File: config.mk
export PLATFORM = sky130hd
export DESIGN_NAME = vreg_scoreboard
export DESIGN_NICKNAME = d
export VERILOG_FILES = /design/src/rtl/vreg_pkg.sv /design/src/rtl/vreg_addr_map.sv /design/src/rtl/vreg_scoreboard.sv
export SDC_FILE = /design/constraint.sdc
export NUM_CORES = 1
export LEC_CHECK = 0
export CORE_ASPECT_RATIO = 1.1
export CORE_UTILIZATION = 37
export CTS_CLUSTER_SIZE = 25
export DETAILED_ROUTE_END_ITERATION = 16
export PLACE_DENSITY = 0.76
export SLEW_MARGIN = 15
export SYNTH_ARGS = -nofsm -noshare
export SYNTH_HDL_FRONTEND = slang
export SYNTH_SLANG_ARGS = --single-unit
File: constraint.sdc
create_clock -name clk -period 2.6 [get_ports clk]
set_clock_uncertainty 0.15 [all_clocks]
set_input_delay 0.26 -clock clk [delete_from_list [all_inputs] [get_ports clk]]
set_output_delay 0.26 -clock clk [all_outputs]
set_load 0.005 [all_outputs]
File: src/rtl/vreg_pkg.sv
// Shared constants, types and window-decode helper for the vector register scoreboard.
// The helper is width-agnostic so that overridden VBASE/NVREG still decode correctly.
package vreg_pkg;

  localparam int VREG_ADDR_W = 5;
  localparam int VREG_VBASE  = 16;
  localparam int VREG_NVREG  = 8;
  localparam int VREG_IDX_W  = $clog2(VREG_NVREG);

  typedef logic [VREG_IDX_W-1:0] vreg_idx_t;

  typedef struct packed {
    logic        vec;
    logic [31:0] off;
  } vreg_win_t;

  // Offset is forced to zero outside the window so callers never see a stray index.
  function automatic vreg_win_t in_window(input logic [31:0] addr,
                                          input int unsigned base,
                                          input int unsigned n);
    vreg_win_t w;
    w.vec = (addr >= base) && (addr < base + n);
    w.off = w.vec ? (addr - base) : 32'd0;
    return w;
  endfunction

endpackage

File: src/rtl/vreg_addr_map.sv
// Combinational translation of one architectural register number into the vector window.
module vreg_addr_map
  import vreg_pkg::*;
#(
  parameter int ADDR_W = VREG_ADDR_W,
  parameter int VBASE  = VREG_VBASE,
  parameter int NVREG  = VREG_NVREG,
  parameter int IDX_W  = $clog2(NVREG)
) (
  input  logic [ADDR_W-1:0] addr,
  output logic              vec,
  output logic [IDX_W-1:0]  idx
);

  vreg_win_t win;
  logic      unused_off_hi;

  assign win = in_window(32'(addr), VBASE, NVREG);
  assign vec = win.vec;
  assign idx = win.off[IDX_W-1:0];
  // Upper offset bits are always zero inside the window.
  assign unused_off_hi = ^win.off[31:IDX_W];

endmodule

File: src/rtl/vreg_scoreboard.sv
// Vector register scoreboard: address translation, per-register busy bits,
// outstanding-write counter and RAW/WAW/full issue stall.
module vreg_scoreboard
  import vreg_pkg::*;
#(
  parameter int ADDR_W       = VREG_ADDR_W,
  parameter int VBASE        = VREG_VBASE,
  parameter int NVREG        = VREG_NVREG,
  parameter int MAX_INFLIGHT = 4,
  localparam int IDX_W       = $clog2(NVREG),
  localparam int CNT_W       = $clog2(MAX_INFLIGHT + 1)
) (
  input  logic              clk,
  input  logic              rst,
  input  logic [ADDR_W-1:0] rs1,
  input  logic [ADDR_W-1:0] rs2,
  input  logic [ADDR_W-1:0] rd,
  input  logic              issue_valid,
  input  logic              rd_write,
  input  logic              wb_valid,
  input  logic [IDX_W-1:0]  wb_idx,
  input  logic              flush,
  output logic [IDX_W-1:0]  rs1_idx,
  output logic [IDX_W-1:0]  rs2_idx,
  output logic [IDX_W-1:0]  rd_idx,
  output logic              rs1_vec,
  output logic              rs2_vec,
  output logic              rd_vec,
  output logic              stall,
  output logic              issue_fire,
  output logic [NVREG-1:0]  busy,
  output logic [CNT_W-1:0]  inflight,
  output logic              err_wb
);

  logic [NVREG-1:0] busy_reg, busy_next;
  logic [CNT_W-1:0] inflight_reg, inflight_next;
  logic             err_wb_reg, err_wb_next;

  logic raw, waw, full;
  logic set, clr, clr_eff, clr_bad;

  vreg_addr_map #(.ADDR_W(ADDR_W), .VBASE(VBASE), .NVREG(NVREG), .IDX_W(IDX_W)) u_map_rs1 (
    .addr (rs1),
    .vec  (rs1_vec),
    .idx  (rs1_idx)
  );

  vreg_addr_map #(.ADDR_W(ADDR_W), .VBASE(VBASE), .NVREG(NVREG), .IDX_W(IDX_W)) u_map_rs2 (
    .addr (rs2),
    .vec  (rs2_vec),
    .idx  (rs2_idx)
  );

  vreg_addr_map #(.ADDR_W(ADDR_W), .VBASE(VBASE), .NVREG(NVREG), .IDX_W(IDX_W)) u_map_rd (
    .addr (rd),
    .vec  (rd_vec),
    .idx  (rd_idx)
  );

  // Hazards look only at registered busy; a same-cycle writeback does not bypass.
  assign raw  = (rs1_vec & busy_reg[rs1_idx]) | (rs2_vec & busy_reg[rs2_idx]);
  assign waw  = rd_write & rd_vec & busy_reg[rd_idx];
  assign full = rd_write & rd_vec & (inflight_reg == CNT_W'(MAX_INFLIGHT));

  assign stall      = issue_valid & (raw | waw | full) & ~flush;
  assign issue_fire = issue_valid & ~stall;

  assign set     = issue_fire & rd_write & rd_vec & ~flush;
  assign clr     = wb_valid & ~flush;
  assign clr_eff = clr & busy_reg[wb_idx];
  assign clr_bad = clr & ~busy_reg[wb_idx];

  // Set is applied after clear, so a same-index set+clear leaves the bit busy.
  for (genvar gi = 0; gi < NVREG; gi++) begin : g_busy
    always_comb begin
      busy_next[gi] = busy_reg[gi];
      if (clr_eff && (wb_idx == IDX_W'(gi))) busy_next[gi] = 1'b0;
      if (set && (rd_idx == IDX_W'(gi)))     busy_next[gi] = 1'b1;
      if (flush)                             busy_next[gi] = 1'b0;
    end
  end

  always_comb begin
    inflight_next = inflight_reg;
    if (flush) begin
      inflight_next = '0;
    end else if (set && !clr_eff) begin
      if (inflight_reg != CNT_W'(MAX_INFLIGHT)) inflight_next = inflight_reg + CNT_W'(1);
    end else if (clr_eff && !set) begin
      if (inflight_reg != '0) inflight_next = inflight_reg - CNT_W'(1);
    end
  end

  assign err_wb_next = err_wb_reg | clr_bad;

  always_ff @(posedge clk) begin
    if (rst) begin
      busy_reg     <= '0;
      inflight_reg <= '0;
      err_wb_reg   <= 1'b0;
    end else begin
      busy_reg     <= busy_next;
      inflight_reg <= inflight_next;
      err_wb_reg   <= err_wb_next;
    end
  end

  assign busy     = busy_reg;
  assign inflight = inflight_reg;
  assign err_wb   = err_wb_reg;

endmodule

==> results.md <==
- Initial Util: 0.3941
- Beginning of the critical path: busy[4]$_SDFFE_PP0P_
- Total CTS buffers: 3
- N_diodes: 0
- Synth top area cells: dfxtp_1 (22%), mux2i_1 (11%), o211ai_1 (4.8%)
- Synthesis-stage register bit count: 12
- Antenna-violating nets left: 0
- Clk buf depth: 2
- Share of cells above drive strength 1: 0.3266
- MaxCap Viol Count: 0
- Post-Place Worst Slack: -659.3 ps
- Crit path required time: 2620 ps
- Routed vias: 1348
- Clock Tree Root: clkbuf_4
- WL/cell: 17.31 µm
- Via density: 5.810
- Die footprint: 3181 µm²
- Sequential element share of the synthesized area: 0.2194
- Area grow syn2layout: 77.94%
- Final setup fails: 3
- Height of the die: 59.05 µm
- Critical Path End Type: register
- Initial antenna violation count: 0
- Synth Cell Area: 1095 µm²
- First-pass GRT wire length: 5609 µm
- Fmax achieved: 368.0 MHz
- Maximum VDD drop: 0.2405 mV
- Failing checks: setup timing
- TritonCTS Sinks: 12
- DP HPWL: 2799 µm
- Post-layout min period: 2718 ps
- Pins Over Slew Limit: 0
- Crit path capture: inflight[0]$_SDFFE_PP0P_
- Synth Instances: 124
- Avg Cell Area, Syn: 8.829 µm²
- Post-synth EDFFs: 0
- Reg2reg end: inflight[0]$_SDFFE_PP0P_
- # hold bufs at CTS: 0
- Status: finished with violations
- Core area: 2778 µm²
- Worst setup path class: register to register
- FF/Latch Area: 246.5 µm²
- 1st-iter DRT viols: 72
- Max reg flops: 8
- Most used DFF post-synth: dfxtp_1
- Crit Path Max Fanout: 6
- Routability Congestion: 0.9369
- Cell Area, Placed: 1755 µm²
- Row count: 20
- Hold Slack: 236.7 ps
- Fin util: 0.7014
- Clk_lat worst skew: 290 ps
- DRT Wirelength: 4017 µm
- Top Usage Layer GRT: met2
- Reg2Reg Setup Slack: -120 ps
- Slew HR: 0.6647
- Share of the synthesized area in the top cell type: 0.2194
- Reg2reg start: busy[4]$_SDFFE_PP0P_
- Reg2reg path depth: 14
- CTS tree: done
- Multi-input gate area: 868.3 µm²
- Period utilization: 1.045
- Inst Count DP: 222
- WP data arrival: 2740 ps
- Actual slew at the worst max-slew pin: 501.0 ps
- P_leak: 0.0008176 µW
- Critical Path Start Type: register
- Clock transition at path regs: 90 ps
- Net Count, Synth: 150
- Final nets: 226
- Fillers: 223
- IO Pins: 50
- CTS H-tree depth: 1
- Buffers on Ports: 49
- Ys Warns: 0
- DRT Pass-1 Iters: 4
- Distinct cells, synth: 48
- Total power divided by cell area: 250.9 nW/µm²
- GRT met1 Usage: 0.2805
- Final Cell Area: 1948 µm²
- Chip width: 53.87 µm
- Largest net degree at the start of global routing: 10
- M3 GR Usage: 0.05128
- M2 GR Usage: 0.4356
- Ys async rst share: 0
- Final worst setup slack: -117.8 ps
- Hold Path Depth: 3
- Final cell count without fillers: 232
- Grt total ovfl: 0
- DRC: 0
- Synth area leader: dfxtp_1
- GR Util All Layers: 0.2390
- Final Hold Vio Count: 0
- Post-synth top cells: dfxtp_1 (12), mux2i_1 (12), nor2b_1 (7), o211ai_1 (7), inv_1 (6)
- RSZ-0062 raised after global routing: yes
- Number of global-route vias before repair: 1252
- Class of the tightest hold or removal check: input pin to register
[per-stage QoR]
step                setup TNS, ps  power (µW)
floorplan                       0       243.3
finish                     -239.6       488.7
global placement            -1784       322.6
global route               -664.6       507.1
CTS                        -103.6       481.5
detailed placement          -2307       326.0
[critical path, stage by stage, from the launching register on]
cell and delay, ps:
dfxtp_4 390, or3_1 370, nand4_1 100, o21ai_2 90
nand3b_1 190, nor3_2 140, ha_2 220, buf_4 110
buf_6 100, xnor2_2 120, a21oi_2 100, buf_4 140
buf_4 120, mux2i_1 180, nor3_1 80
[final cells by class]
type | instances | share of cell area
Clock buffer | 4 | 0.01863
Inverter | 6 | 0.01156
Multi-Input combinational cell | 99 | 0.4457
Sequential cell | 12 | 0.1265
Tap cell | 33 | 0.02119
Timing Repair Buffer | 78 | 0.3764
[per-layer routing]
metal  up-vias  routed length, µm  part of all wire
met2        78               2159              0.54
met3        16                288             0.072
met5         -                  0                 0
met1       631               1487              0.37
li1        623                  -                 -
met4         0                 82             0.020
[repair_timing]
action,CTS,global route
resized for setup,16,27
gates cloned,0,0
endpoints found under the setup margin,5,5
pin swaps,4,15
hold endpoints to repair,0,0
setup buffers,1,5
[how the worst min path moves through the flow]
stage | from | to | slack [ps]
floorplan | rst | err_wb$_SDFF_PP0_ | 180
CTS | err_wb$_SDFF_PP0_ | err_wb$_SDFF_PP0_ | 340
global placement | err_wb$_SDFF_PP0_ | err_wb$_SDFF_PP0_ | 310
detailed placement | err_wb$_SDFF_PP0_ | err_wb$_SDFF_PP0_ | 320
global route | rd[0] | busy[4]$_SDFFE_PP0P_ | 270
finish | rd[0] | busy[4]$_SDFFE_PP0P_ | 240
[kinds of logic (layout without fill, tap and decap cells)]
| group | Yosys count | in the layout | share of synthesized area |
|---|---|---|---|
| multiplexers | 16 | 16 | 0.1737 |
| AND/OR/NAND/NOR | 49 | 49 | 0.2948 |
| AO/OA/AOI/OAI | 29 | 29 | 0.1977 |
| flip-flops | 12 | 12 | 0.2194 |
| buffers and inverters | 13 | 88 | 0.06057 |
| adder cells (fa/ha/maj) | 2 | 2 | 0.02971 |
| XOR/XNOR | 3 | 3 | 0.02400 |
[report_power, final]
part           leakage (µW)  internal [µW]  switching, µW
clock network     0.0000210           85.3           74.7
logic              0.000698           84.7           59.6
registers         0.0000987            184          0.724
[cells in the final DEF, fill, tap and decap left out, types with 2 or more instances in the layout]
cell type and instances:
and2_1 3, buf_4 26, buf_6 3, clkbuf_4 3
clkdlybuf4s50_1 33, dfxtp_1 9, dfxtp_2 2, dlygate4sd2_1 7
dlymetal6s2s_1 9, inv_1 5, mux2i_1 11, mux2i_2 2
mux4_2 2, nand2_1 4, nand2b_1 4, nand3_1 4
nand3b_1 3, nand4_1 2, nor2_1 4, nor2b_1 6
nor3_1 4, nor3_2 2, o211ai_1 7, o21ai_0 3
o21ai_2 2, o22ai_2 3, o311ai_0 2, o31ai_1 2
o41ai_1 3, or3b_4 2
Note: power is estimated with default switching activity, not from simulation.
